### src/rtl/vector_pkg.sv
// Shared vector display-list types: ROM entry layout, coordinate width and walker states.
// Used by every shape ROM, the walker and the DAC stage.
package vector_pkg;

  localparam int COORD_W = 8;
  localparam int SCNT_W  = 4;

  typedef struct packed {
    logic [COORD_W-1:0] x;
    logic [COORD_W-1:0] y;
    logic               draw;
    logic               move;
  } vec_entry_t;

  typedef enum logic [2:0] {
    IDLE,
    FETCH,
    SETTLE_S,
    DRAW,
    DONE
  } walker_state_t;

  function automatic logic is_end(vec_entry_t e);
    return !e.draw && !e.move;
  endfunction

endpackage

### src/rtl/line_stepper.sv
// Integer Bresenham engine: load a segment, then each step cycle presents the next
// beam position on x/y and flags the step that lands on the target.
module line_stepper
  import vector_pkg::*;
(
  input  logic               clk,
  input  logic               rst,
  input  logic               load,
  input  logic               step,
  input  logic [COORD_W-1:0] x0,
  input  logic [COORD_W-1:0] y0,
  input  logic [COORD_W-1:0] x1,
  input  logic [COORD_W-1:0] y1,
  output logic [COORD_W-1:0] x,
  output logic [COORD_W-1:0] y,
  output logic               last
);

  logic [COORD_W-1:0] cx, cy, tx, ty, dx, dy;
  logic               sx, sy;
  logic signed [9:0]  err, err_nxt, dx10, dy10;
  logic signed [10:0] e2, dxw, dyw;
  logic               stepx, stepy;
  logic [COORD_W-1:0] dxl, dyl;

  assign dxl = (x1 >= x0) ? x1 - x0 : x0 - x1;
  assign dyl = (y1 >= y0) ? y1 - y0 : y0 - y1;

  // err itself stays inside 10 bits, but 2*err can exceed it on shallow
  // lines (dx=255, dy=1 reaches err=381), so the doubled term gets one more bit.
  always_comb begin
    dx10    = {2'b00, dx};
    dy10    = {2'b00, dy};
    dxw     = {3'b000, dx};
    dyw     = {3'b000, dy};
    e2      = {err[9], err} <<< 1;
    stepx   = e2 > -dyw;
    stepy   = e2 < dxw;
    err_nxt = err - (stepx ? dy10 : 10'sd0) + (stepy ? dx10 : 10'sd0);
    x       = stepx ? (sx ? cx - COORD_W'(1) : cx + COORD_W'(1)) : cx;
    y       = stepy ? (sy ? cy - COORD_W'(1) : cy + COORD_W'(1)) : cy;
    last    = (x == tx) && (y == ty);
  end

  always_ff @(posedge clk) begin
    if (rst) begin
      cx  <= '0;
      cy  <= '0;
      tx  <= '0;
      ty  <= '0;
      dx  <= '0;
      dy  <= '0;
      sx  <= 1'b0;
      sy  <= 1'b0;
      err <= '0;
    end else if (load) begin
      cx  <= x0;
      cy  <= y0;
      tx  <= x1;
      ty  <= y1;
      dx  <= dxl;
      dy  <= dyl;
      sx  <= x1 < x0;
      sy  <= y1 < y0;
      err <= 10'(dxl) - 10'(dyl);
    end else if (step) begin
      cx  <= x;
      cy  <= y;
      err <= err_nxt;
    end
  end

endmodule

### src/rtl/vector_walker.sv
// Walks a zero-latency shape ROM and produces a per-cycle X/Y beam trajectory:
// blanked jumps with settle dwell on moves, lit Bresenham lines on draws.
module vector_walker
  import vector_pkg::*;
#(
  parameter int ADDRESSWIDTH = 4,
  parameter int DATAWIDTH    = 18,
  parameter int NUM_ENTRIES  = 16,
  parameter int SETTLE       = 4
) (
  input  logic                    clk,
  input  logic                    rst,
  input  logic                    start,
  output logic [ADDRESSWIDTH-1:0] rom_addr,
  input  logic [DATAWIDTH-1:0]    rom_data,
  output logic [COORD_W-1:0]      x_out,
  output logic [COORD_W-1:0]      y_out,
  output logic                    beam_on,
  output logic                    busy,
  output logic                    done
);

  localparam logic [ADDRESSWIDTH-1:0] LAST_ADDR = ADDRESSWIDTH'(NUM_ENTRIES - 1);

  walker_state_t      state, state_n;
  logic [SCNT_W-1:0]  scnt, scnt_n;
  vec_entry_t         ent;
  logic               adv, clr, ld, stp, jump, at_end;
  logic [COORD_W-1:0] st_x, st_y;
  logic               st_last;

  assign ent    = vec_entry_t'(rom_data);
  assign at_end = rom_addr == LAST_ADDR;

  line_stepper u_line (
    .clk  (clk),
    .rst  (rst),
    .load (ld),
    .step (stp),
    .x0   (x_out),
    .y0   (y_out),
    .x1   (ent.x),
    .y1   (ent.y),
    .x    (st_x),
    .y    (st_y),
    .last (st_last)
  );

  always_comb begin
    state_n = state;
    scnt_n  = scnt;
    adv     = 1'b0;
    clr     = 1'b0;
    ld      = 1'b0;
    stp     = 1'b0;
    jump    = 1'b0;
    case (state)
      IDLE: if (start) begin
        clr     = 1'b1;
        state_n = FETCH;
      end
      FETCH: begin
        if (is_end(ent)) begin
          state_n = DONE;
        end else if (ent.move) begin
          jump    = 1'b1;
          scnt_n  = SCNT_W'(SETTLE);
          state_n = SETTLE_S;
        end else if (ent.x == x_out && ent.y == y_out) begin
          adv = 1'b1;
        end else begin
          ld      = 1'b1;
          state_n = DRAW;
        end
      end
      SETTLE_S: begin
        scnt_n = scnt - SCNT_W'(1);
        adv    = scnt == SCNT_W'(1);
      end
      DRAW: begin
        stp = 1'b1;
        adv = st_last;
      end
      DONE:    state_n = IDLE;
      default: state_n = IDLE;
    endcase
    // Consuming the last address ends the list; the address never wraps.
    if (adv) state_n = at_end ? DONE : FETCH;
  end

  always_ff @(posedge clk) begin
    if (rst) begin
      state    <= IDLE;
      scnt     <= '0;
      rom_addr <= '0;
      x_out    <= '0;
      y_out    <= '0;
    end else begin
      state <= state_n;
      scnt  <= scnt_n;
      if (clr)                rom_addr <= '0;
      else if (adv && !at_end) rom_addr <= rom_addr + ADDRESSWIDTH'(1);
      if (jump) begin
        x_out <= ent.x;
        y_out <= ent.y;
      end else if (stp) begin
        x_out <= st_x;
        y_out <= st_y;
      end
    end
  end

  assign beam_on = state == DRAW;
  assign busy    = (state == FETCH) || (state == SETTLE_S) || (state == DRAW);
  assign done    = state == DONE;

endmodule

### config.mk
export PLATFORM = sky130hd
export DESIGN_NAME = vector_walker
export DESIGN_NICKNAME = d
export VERILOG_FILES = /design/src/rtl/vector_pkg.sv /design/src/rtl/line_stepper.sv /design/src/rtl/vector_walker.sv
export SDC_FILE = /design/constraint.sdc
export NUM_CORES = 1
export LEC_CHECK = 0
export CORE_MARGIN = 2
export CORE_UTILIZATION = 50
export DETAILED_ROUTE_END_ITERATION = 10
export GPL_TIMING_DRIVEN = 1
export PLACE_DENSITY = 0.69
export SYNTH_ARGS = -nofsm -noshare
export SYNTH_HDL_FRONTEND = slang
export SYNTH_SLANG_ARGS = --single-unit
### constraint.sdc
create_clock -name clk -period 15.2 [get_ports clk]
set_clock_uncertainty 0.15 [all_clocks]
set_input_delay 3.04 -clock clk [delete_from_list [all_inputs] [get_ports clk]]
set_output_delay 3.04 -clock clk [all_outputs]
set_load 0.005 [all_outputs]
After elaboration in Yosys (flattened, before gate mapping)
Cells that the tools add are included.

Logic and storage cells: 106. Memories: 0. Bits in latches: 0. Bits in read-only memories: 0. Bits in writable memories: 0. Register bits after elaboration: 87. Output and inout bits: 23. Input port bits: 21.

Div/mod/pow operators: 0. $mul: 0. Shift-type cells: 0. Reductions and logical operators: 17. $add $sub $neg: 14. Eq/ne operators: 15. Multiplexer cells: 40. Bitwise logic cells: 0. $lt $le $gt $ge: 6.

Operator list (number): 8-bit two-way mux (14); 8-bit == test (4); 8-bit subtractor (4); 10-bit two-way mux (2); 3-bit two-way mux (6); 8-bit by 1-bit adder with 8-bit output (second input constant) (2); 8-bit greater-or-equal comparator (2); 8-bit < comparator (2); 8-bit by 1-bit subtractor with 8-bit output (second input constant) (2); 1-bit two-way mux (13); 11-bit > comparator (1); 11-bit by 9-bit < comparator with 1-bit output (1); 8-bit negation with 11-bit output (1); 10-bit adder (1); 10-bit subtractor (1); 3-bit case mux with 3 select lines (1); 8-bit by 8-bit subtractor with 9-bit output (1); 4-bit two-way mux (2); 4-bit case mux with 2 select lines (1); 3-bit by 2-bit == test with 1-bit output (second input constant) (2); 3-bit AND reduction (2); 2-bit nonzero test (3); 5-bit != test (second input constant) (1); 4-bit by 1-bit adder with 4-bit output (second input constant) (1); 14 further kinds (22).

Logic depth before layout (Yosys ltp)
Gate-level depths: netlist of the first run.

Depth after elaboration: 8. Mapped depth: 27. Mapped depth without buffers: 25.

Cells and area by module
A second synthesis of the first run with hierarchy kept.

Cell total of the unflattened synthesis: 1021. Area total of the unflattened synthesis: 8079.0 um^2.

By module, submodules not included: line_stepper (area each 6536.3 um^2, cells an instance 831, times used 1, seq. area each 1201.2 um^2); vector_walker (area each 1542.7 um^2, cells an instance 190, times used 1, seq. area each 540.5 um^2).

Worst setup path after synthesis of the first run
OpenSTA, ideal clock, no wires.

Path type: in2reg. Start point: in rom_data[12]. End point: reg u_line.err[8]. Stages: 19. Setup slack: 8322 ps. Setup time: 95 ps. Data required time: 14955 ps. Buffers on the path: 1. Data arrival time: 6632 ps. Cell sequence: inv_1 > ha_1 > nor2b_1 > o21ai_0 > a21oi_1 > nor4_1 > clkbuf_1 > mux2i_1 > xor2_1 > ha_1 > nor2b_1 > o21ai_0 > nand2b_1 > a21o_1 > a21o_1 > a21o_1 > a211oi_1 > nor2_1 > a221oi_1.

Elaborated cells on any way between the ends: 13. Those cells by class: add/sub: 3; order compare: 1; eq/ne: 1; mux: 6; reduce/logical: 2.

RTL lines: start: declaration (line vector_walker.sv:15) `input logic [DATAWIDTH-1:0] rom_data,`; 8-bit subtractor or 8-bit greater-or-equal comparator (tied branches) (line line_stepper.sv:26) `assign dxl = (x1 >= x0) ? x1 - x0 : x0 - x1;`; 8-bit two-way mux * (line line_stepper.sv:26); net u_line.dxl[2] (line line_stepper.sv:24) `logic [COORD_W-1:0] dxl, dyl;`; 8-bit by 8-bit subtractor with 9-bit output * (line line_stepper.sv:65) `err <= 10'(dxl) - 10'(dyl);`; 10-bit two-way mux * (line line_stepper.sv:56) `end else if (load) begin`; end signal: assignment (line line_stepper.sv:65); end signal: assignment (line line_stepper.sv:69) `err <= err_nxt;`; end: declaration (line line_stepper.sv:21) `logic signed [9:0] err, err_nxt, dx10, dy10;`.

The timed path passes the listed nets; every way through them passes the cells marked *. A chain may end at the register's enable or synchronous reset.

Final worst setup path of the first run
Start point: in rom_data[4]. End point: reg u_line.err[9].

Word-level cells in the longest chain between the ends: 7. Elaborated cells on any way between the ends: 13. Those cells by class: add/sub: 3; order compare: 1; eq/ne: 1; mux: 6; reduce/logical: 2.

RTL lines: branches (longest 7 deep; another with 8-bit by 8-bit subtractor with 9-bit output).

Several ways; the timed one is not identified.

==> metrics.txt, run 1 <==
routability congestion estimate 0.937; Site Rows 44; initial antenna violation count 0; TritonCTS clock tree built; reg-to-reg startpoint u_line.dy[2]$_SDFFE_PP0P_; terminating pin of the worst hold path u_line.ty[1]$_SDFFE_PP0P_; crit path capture type flop; top-level port count 44; Wirelength per Cell approximately 18 um; clock root buffer clkbuf_16; leakage component of the power 3.44 nW; synthesized instance count 966; Worst Max-Slew Pin Slew 1.15 ns; number of maximum-capacitance constraint violations 0; cell area power density 121 mW/mm2; worst path arrival time 7.81 ns; endpoints failing setup 0; first-pass iteration count of the detailed router 5; main area contributors after synthesis dfxtp_1 (23%), ha_1 (14%), a21oi_1 (5.6%); net count after synthesis between 1000 and 1500; number of pins with negative max-slew slack in the final report 0; fraction of layout cells with a size suffix above 1 0.0523; endpoint of the most critical register-to-register path u_line.err[9]$_SDFFE_PP0P_; number of nets with antenna violations after detailed routing 0; clock slew at the register clock pins of the worst setup and hold paths 0.06 ns; count of buffers added by post-CTS timing repair for setup 0; area used by multi-input combinational logic 0.00525 mm2; net count of the finished layout 1108; ys async rst share 0; initial drt markers 450; maximum number of pins on one net before global-route repair 86; min-delay src u_line.ty[1]$_SDFFE_PP0P_; R2R setup slack 8.59 ns; number of cell instances on the worst register-to-register path 22; total of cells resized after clock tree synthesis 0; remaining max-slew budget at the tightest pin 0.226; Main synth FF type dfxtp_1; commonest non-fill, non-tap cells in the layout inv_1 (107), nand2_1 (107), dfxtp_1 (87), a21oi_1 (84), ha_1 (82); total overflow reported by the global router 0; startpoint kind of the worst setup timing path input pin; count of unresolved DRC violations after routing 0; cell type with the highest aggregate area in the netlist dfxtp_1; latest clock arrival within the worst-skew pair 0.36 ns; outcome finished, final reports clean; fill cell instance count of the final layout 1368; worst hold stages 2; CTS buffer count 9; total routed wirelength between 20 and 25 mm; cell area after synthesis 0.00753 mm2; VDD IR max 0.0696 mV; via count 7103; number of global-route vias before repair 6756; horizontal die dimension 127 um; wire length of the first global-routing pass 35.2 mm; area share of the largest cell type after synthesis 0.231; number of I/O port buffers 43; number of sinks on the clock net 87; critical-path maximum fanout 11; CTS Hold Bufs 0; global-route usage over all layers 0.276; Setup Total Neg Slack 0 ns; total number of H-tree levels 3; Max Root-Sink Buffers 2; total inserted antenna cells 0; Worst Setup Slack, final roughly 7.5 ns; post-synthesis sequential element count 87; required time worst endpoint 15.30 ns; area of the core 0.0146 mm2; final worst path period share 0.507; fraction of the yosys area taken by sequential cells 0.231; final critical delay including setup and external delays 7.71 ns; setup repair after global routing missed its margin no; maximum clock frequency 0.130 GHz; count of different cell masters after synthesis 70; startpoint-to-endpoint class of the critical path input pin to flop; vertical die dimension around 130 um; post-placement worst setup slack 7.19 ns; min-delay worst type flop to flop; total number of yosys warnings 0; area used by sequential logic in the layout 0.00174 mm2; die area approximately 0.016 mm2; average cell area after synthesis roughly 7.8 um2; detailed-placement wirelength estimate 15.9 mm; initial core utilization 0.514; vias per cell 6.02; relative area change from synthesis to final layout 11.8%; Hold Vio Cnt, Final 0; number of synthesized flops with an enable pin 0
[power by group]
part	internal (mW)	total, mW	switching (mW)	leakage, nW
clock	0.136	0.233	0.0967	0.152
combinational	0.214	0.521	0.307	2.59
sequential	0.243	0.264	0.0213	0.705
total	0.593	1.02	0.425	3.44
[kinds of logic (layout without fill, tap and decap cells)]
group                    count (synthesis)  in the layout  share of synthesized area
buffers and inverters                  145            174                     0.0735
adder cells (fa/ha/maj)                 97             97                      0.176
flip-flops                              87             87                      0.231
XOR/XNOR                                59             59                     0.0723
AO/OA/AOI/OAI                          267            267                      0.236
multiplexers                            21             21                     0.0296
AND/OR/NAND/NOR                        290            290                      0.182
[layer usage]
metal  up-vias  global-route usage  share of wire
met5         -                   0              0
met2       239               0.456           0.46
met1      3374               0.363           0.44
li1       3442                   -              -
met4         0              0.0983          0.029
met3        48              0.0519          0.066
[flip-flops by register name, indices dropped and copies added (netlist names), 3 cells and up]
| name | flops |
|---|---|
| u_line.tx | 8 |
| state | 3 |
| u_line.cy | 8 |
| u_line.err | 10 |
| scnt | 4 |
| rom_addr | 4 |
| x_out | 8 |
| u_line.dx | 8 |
| u_line.cx | 8 |
| y_out | 8 |
| u_line.dy | 8 |
| u_line.ty | 8 |
[final cells by class]
type	count	share of cell area
Clock buffer	11	0.0300
Clock inverter	5	0.00669
Inverter	107	0.0477
Multi-Input combinational cell	734	0.624
Timing Repair Buffer	51	0.0577
Tap cell	184	0.0273
Sequential cell	87	0.207
[per-stage QoR]
step | power (mW) | utilization | hold WS [ns] | instance area (um2) | cells
floorplan | 0.643 | - | 0.286 | 7530 | 966
CTS | 1.01 | 0.575 | 0.311 | 8420 | 1179
global route | 1.08 | 0.575 | 0.343 | 8420 | 1179
finish | 1.02 | 0.575 | 0.315 | 8420 | 1179
global placement | 0.780 | 0.554 | 0.298 | 8110 | 1163
detailed placement | 0.781 | 0.554 | 0.303 | 8110 | 1163
[worst max-delay path: stages]
cell and delay (ns):
clkdlybuf4s50_1 0.53, inv_1 0.06, ha_1 0.36, nor2b_1 0.15, o21ai_0 0.19, a21oi_1 0.13, nor4_2 0.94, mux2i_1 0.31
xnor2_1 0.18, ha_1 0.30, nor2b_1 0.14, o21ai_0 0.17, nand2b_1 0.13, a21o_1 0.20, a21o_1 0.20, a21o_1 0.18
a211oi_1 0.22, nor2_1 0.08, a221oi_1 0.28
[how the worst max path moves through the flow]
stage | from | to | slack (ns) | cells past startpoint
2_1_floorplan | rom_data[12] | u_line.err[8]$_SDFFE_PP0P_ | 8.32 | 19
3_3_place_gp | rom_data[4] | u_line.err[9]$_SDFFE_PP0P_ | 7.27 | 19
3_5_place_dp | rom_data[4] | u_line.err[9]$_SDFFE_PP0P_ | 7.19 | 19
4_1_cts | rom_data[4] | u_line.err[9]$_SDFFE_PP0P_ | 7.54 | 19
5_1_grt | rom_data[4] | u_line.err[9]$_SDFFE_PP0P_ | 7.01 | 19
6_report | rom_data[4] | u_line.err[9]$_SDFFE_PP0P_ | 7.49 | 19
[synthesized netlist by cell type (12+ instances only)]
library cell	count
fa_1	15
a21o_1	16
dfxtp_1	87
a22oi_1	15
a211oi_1	30
nor3_1	14
a21oi_1	84
ha_1	82
nand2b_1	12
nor2b_1	12
nand3_1	24
xor2_1	19
a31oi_1	23
inv_1	107
o21ai_0	32
nand2_1	107
clkbuf_1	35
nor2_1	69
and2_1	12
xnor2_1	38
(Power assumes the default switching activity.)
==> run 2, diff against run 1 <==
==> constraint.sdc (replaced) <==
create_clock -name clk -period 7.8 [get_ports clk]
set_clock_uncertainty 0.15 [all_clocks]
set_input_delay 1.56 -clock clk [delete_from_list [all_inputs] [get_ports clk]]
set_output_delay 1.56 -clock clk [all_outputs]
set_load 0.005 [all_outputs]
==> run 2 against run 1 <==
Wire length is 0.44% higher. Worst setup slack worse by 5.8 ns. Global-route usage is 0.52 points higher. Critical path depth grew 3. Sequential share of layout area shrank 0.067 points. Core utilization up 0.19 points. Register-to-register slack got worse by 6.9 ns. Clock power up 100%. Flip-flop and latch count unchanged. Non-clock buffer count increased by 3. Die area is the same. Via count is 1.7% lower. Largest cell class unchanged. Highest routed layer unchanged.
==> metrics.txt, run 2 (synthesis results as in run 1) <==
VDD IR max 0.127 mV; outcome finished, final reports clean; endpoints failing setup 0; count of unresolved DRC violations after routing 0; final worst path period share 0.786; number of maximum-capacitance constraint violations 0; wire length of the first global-routing pass 36.0 mm; total number of H-tree levels 3; critical path's largest stage delay 0.63 ns; remaining max-slew budget at the tightest pin 0.301; reg-to-reg startpoint u_line.dy[2]$_SDFFE_PP0P_; initial antenna violation count 0; global-route usage over all layers 0.281; Pwr Total 2.02 mW; die area approximately 0.016 mm2; relative area change from synthesis to final layout 12.2%; leakage component of the power 3.45 nW; first-pass iteration count of the detailed router 5; maximum clock frequency 0.163 GHz; Hold Vio Cnt, Final 0; count of buffers added by post-CTS timing repair for setup 0; net count of the finished layout 1111; required time worst endpoint 7.90 ns; clock slew at the register clock pins of the worst setup and hold paths 0.06 ns; number of sinks on the clock net 87; initial drt markers 582; commonest non-fill, non-tap cells in the layout inv_1 (107), nand2_1 (107), dfxtp_1 (87), a21oi_1 (84), ha_1 (82); total routed wirelength 21.8 mm; initial core utilization 0.514; total overflow reported by the global router 0; number of I/O port buffers 43; Max Root-Sink Buffers 2; detailed-placement wirelength estimate about 16 mm; worst path arrival time 6.24 ns; CTS buffer count 9; number of global-route vias before repair 6901; worst-path cell chain or4_1 > or4_1 > xnor2_1 > ha_1 > nand4_1 > nor2_1 > a221o_1 > o31a_1 > and2_1 > fa_1 > inv_1 > ha_1 > a21o_1 > a21oi_1 > o21bai_1 > a21oi_1 > o21bai_1 > a21oi_1 > o21ai_0 > xnor2_1 > nand2_1 > a221oi_1; maximum number of pins on one net before global-route repair 86; top-level port count 44; total inserted antenna cells 0; fraction of layout cells with a size suffix above 1 0.0522; Worst Setup SP u_line.dy[2]$_SDFFE_PP0P_; Buf+Inv Stages, Crit Path 1; flip-flop count of the largest register after layout 10; startpoint kind of the worst setup timing path flop; number of pins with negative max-slew slack in the final report 0; highest-delay cell along the critical path or4_1; cell area power density 239 mW/mm2; Site Rows 44; vias per cell 5.91; Setup Total Neg Slack 0 ns; latest clock arrival within the worst-skew pair between 0.3 and 0.4 ns; Crit path top cell by count a21oi_1; min-delay src u_line.ty[1]$_SDFFE_PP0P_; setup repair after global routing missed its margin no; Worst Max-Slew Pin Slew 1.05 ns; routability congestion estimate between 0.9 and 1; vertical die dimension 127 um; total of cells resized after clock tree synthesis 0; critical-path maximum fanout 6; crit path capture type flop; register ranked first by flip-flop count u_line.err; kind of cell with the highest combined delay on the critical path compound AO/OA/AOI/OAI gates; startpoint-to-endpoint class of the critical path flop to flop; horizontal die dimension ~130 um; min-delay worst type flop to flop; clock root buffer clkbuf_16; number of nets with antenna violations after detailed routing 0; Wirelength per Cell 18.4 um; CTS Hold Bufs 0; TritonCTS clock tree built; via count around 7000; final critical delay including setup and external delays 6.13 ns; area of the core 0.0146 mm2
[run 2: cell types whose count changed in the layout (fill, tap and decap cells not counted), sizes merged]
cell | before | now
bufinv | 1 | 2
clkbuf | 11 | 12
buf | 9 | 12
clkinv | 3 | 0
[run 2: cell type report]
cell class	instances	area, um2
clock buffers	12	246
clock inverters	3	67.6
fillers	1351	6200
inverters	107	402
multi-input cells	734	5250
flip-flops and latches	87	1740
well taps	184	230
repair buffers	54	508
[run 2: worst paths after layout]
kind	to	slack (ns)	cells after the start
setup / recovery	u_line.err[9]$_SDFFE_PP0P_	1.67	22
hold / removal	u_line.ty[1]$_SDFFE_PP0P_	0.31	2
setup reg to reg	u_line.err[9]$_SDFFE_PP0P_	1.67	22
hold reg to reg	u_line.ty[1]$_SDFFE_PP0P_	0.31	2
[run 2: worst reg2reg max path: stages, from the launching register on]
cell and delay (ns):
dfxtp_1 0.38, or4_1 0.63, or4_1 0.50, xnor2_1 0.16
ha_1 0.28, nand4_1 0.17, nor2_1 0.10, a221o_1 0.40
o31a_1 0.36, and2_1 0.21, fa_1 0.51, inv_1 0.07
ha_1 0.29, a21o_1 0.18, a21oi_1 0.24, o21bai_1 0.13
a21oi_1 0.29, o21bai_1 0.10, a21oi_1 0.21, o21ai_0 0.19
xnor2_1 0.17, nand2_1 0.07, a221oi_1 0.25
[run 2: stage by stage]
stage                     hold WS, ns  instances   util  setup slack, ns  area (um2)
after floorplan                 0.286        966      -             2.16        7530
after global placement          0.297       1166  0.555             1.77        8130
after detailed placement        0.300       1166  0.555             1.68        8130
after CTS                       0.308       1181  0.577             1.72        8450
after global routing            0.338       1181  0.577             1.30        8450
final                           0.309       1181  0.577             1.67        8450
[run 2: where the power goes]
part | internal, mW | switching (mW)
registers | 0.473 | 0.0400
clock network | 0.288 | 0.181
logic | 0.424 | 0.611
total | 1.19 | 0.832
[run 2: per-layer routing]
layer | vias up | share of wire | global-route usage
li1 | 3441 | - | -
met1 | 3305 | 0.45 | 0.380
met2 | 205 | 0.46 | 0.458
met3 | 29 | 0.063 | 0.0481
met4 | 0 | 0.020 | 0.0944
met5 | - | 0 | 0
==> run 3, diff against run 2 <==
--- a/config.mk
+++ b/config.mk
@@ -9,7 +9,7 @@
 export CORE_UTILIZATION = 50
 export DETAILED_ROUTE_END_ITERATION = 10
 export GPL_TIMING_DRIVEN = 1
-export PLACE_DENSITY = 0.69
+export PLACE_DENSITY = 0.71
 export SYNTH_ARGS = -nofsm -noshare
 export SYNTH_HDL_FRONTEND = slang
 export SYNTH_SLANG_ARGS = --single-unit
==> constraint.sdc (replaced) <==
create_clock -name clk -period 5 [get_ports clk]
set_clock_uncertainty 0.15 [all_clocks]
set_input_delay 1 -clock clk [delete_from_list [all_inputs] [get_ports clk]]
set_output_delay 1 -clock clk [all_outputs]
set_load 0.005 [all_outputs]
==> run 3 against run 2 <==
Register-to-register slack got worse by 2.1 ns. Final cell count increased by 8.6%. Critical path type unchanged. The run now ends with setup timing left. Power up 80%. Flip-flop and latch count stayed put. Design area increased by 12%.
==> metrics.txt, run 3 (synthesis results as in run 1) <==
top-level port count 44; fill cell instance count of the final layout 1260; remaining max-slew budget at the tightest pin 0.348; relative area change from synthesis to final layout 25.3%; Non-Filler Instances 1283; met1 demand-to-capacity share in global routing 0.377; number of sinks on the clock net 87; Worst Setup Slack, final -0.450 ns; vias per cell roughly 5.8; Placed Instances 1255; worst path arrival time 5.58 ns; total inserted antenna cells 0; outcome finished, violations left; number of cell instances on the worst register-to-register path 26; via count 7482; Worst Setup SP u_line.dy[5]$_SDFFE_PP0P_; post-route core utilization 0.644; net count of the finished layout 1212; final worst path period share 1.09; commonest non-fill, non-tap cells in the layout nand2_1 (107), buf_4 (107), inv_1 (103), dfxtp_1 (86); total routed wirelength 22.5 mm; kind of cell with the highest combined delay on the critical path simple AND/OR/NAND/NOR gates; Buf+Inv Stages, Crit Path 8; first-pass iteration count of the detailed router 5; post-placement worst setup slack -0.489 ns; Most Crowded Layer GR met2; horizontal die dimension 127 um; worst hold-check slack ~0.31 ns; cell area power density 386 mW/mm2; final critical delay including setup and external delays approximately 5.5 ns; clock slew at the register clock pins of the worst setup and hold paths 0.07 ns; clock root buffer clkbuf_16; number of I/O port buffers 43; initial antenna violation count 0; detailed-placement wirelength estimate 17.0 mm; number of maximum-capacitance constraint violations 0; Site Rows 44; number of nets with antenna violations after detailed routing 0; post-route cell area 0.00944 mm2; Crit path top cell by count buf_4; crit path capture type flop; startpoint-to-endpoint class of the critical path flop to flop; met3 track demand over resource 0.0384; maximum clock frequency 0.183 GHz; initial core utilization 0.514; Post-Place Cell Area roughly 0.009 mm2; Worst setup endpoint u_line.err[4]$_SDFFE_PP0P_; grt met2 use 0.471; setup repair after global routing missed its margin yes; endpoints failing setup 6; TritonCTS clock tree built; CTS buffer count 9; area of the core 0.0146 mm2; endpoint of the most critical register-to-register path u_line.err[4]$_SDFFE_PP0P_; flip-flop count of the largest register after layout 10; required time worst endpoint 5.13 ns; initial drt markers 618; leakage component of the power 3.99 nW; total overflow reported by the global router 0; critical-path maximum fanout 3; fraction of layout cells with a size suffix above 1 0.178; Setup Total Neg Slack -1.87 ns; die area ~0.016 mm2; Wirelength per Cell 17.6 um; maximum number of pins on one net before global-route repair 64; highest-delay cell along the critical path or4_4; min-delay worst type flop to flop; critical path's largest stage delay between 0.5 and 0.6 ns; cell count along the critical path 26; count of unresolved DRC violations after routing 0; routability congestion estimate 0.959; Worst Max-Slew Pin Slew 0.974 ns; R2R setup slack -0.45 ns; total number of H-tree levels 3; violated checks setup timing; wire length of the first global-routing pass 36.5 mm; number of global-route vias before repair 7244; CTS Hold Bufs 0; latest clock arrival within the worst-skew pair 0.36 ns; global-route usage over all layers 0.286; vertical die dimension 127 um; number of pins with negative max-slew slack in the final report 0; Pwr Total 3.64 mW; Hold Vio Cnt, Final 0; register ranked first by flip-flop count u_line.err; startpoint kind of the worst setup timing path flop; Max Root-Sink Buffers 2; VDD IR max ~0.19 mV; reg-to-reg startpoint u_line.dy[5]$_SDFFE_PP0P_
-- run 3: worst min-delay path by stage --
| stage | start | to | slack, ns | depth (start not counted) |
|---|---|---|---|---|
| finish | u_line.ty[1]$_SDFFE_PP0P_ | u_line.ty[1]$_SDFFE_PP0P_ | 0.31 | 2 |
| global route | u_line.ty[1]$_SDFFE_PP0P_ | u_line.ty[1]$_SDFFE_PP0P_ | 0.33 | 2 |
| CTS | u_line.ty[1]$_SDFFE_PP0P_ | u_line.ty[1]$_SDFFE_PP0P_ | 0.31 | 2 |
| detailed placement | u_line.ty[1]$_SDFFE_PP0P_ | u_line.ty[1]$_SDFFE_PP0P_ | 0.30 | 2 |
| global placement | u_line.ty[1]$_SDFFE_PP0P_ | u_line.ty[1]$_SDFFE_PP0P_ | 0.30 | 2 |
| floorplan | u_line.tx[2]$_SDFFE_PP0P_ | u_line.tx[2]$_SDFFE_PP0P_ | 0.29 | 2 |
-- run 3: power by group --
part           total, mW  switching, mW  leakage [nW]  internal [mW]
combinational       2.16           1.11          3.15           1.05
sequential         0.799         0.0614         0.705          0.738
clock              0.676          0.328         0.140          0.348
total               3.64           1.50          3.99           2.14
-- run 3: worst min-delay path, delay by kind of cell, from the launching register on --
family / cells / cell delay (ns)
AO/OA/AOI/OAI: 1 / 0.05
flip-flops: 1 / 0.32
AND/OR/NAND/NOR: 1 / 0.05
-- run 3: repair_timing --
action | 4_1_cts | 5_1_grt
buffers inserted | 9 | 4
gates cloned | 0 | 0
gates resized for setup | 26 | 13
setup endpoints to repair | 6 | 8
pin swaps | 24 | 21
-- run 3: layer usage --
metal,wire length (um),up-vias
li1,-,3664
met1,10300,3575
met2,10700,201
met3,948,42
met4,629,0
met5,0,-
-- run 3: final cells by class --
cell class / instances / area [um2] / area share
Multi-Input combinational cell: 734 / 5470 / 0.580
Clock inverter: 7 / 61.3 / 0.00650
Sequential cell: 87 / 1740 / 0.185
Clock buffer: 9 / 225 / 0.0239
Timing Repair Buffer: 155 / 1300 / 0.138
Inverter: 107 / 402 / 0.0426
Tap cell: 184 / 230 / 0.0244
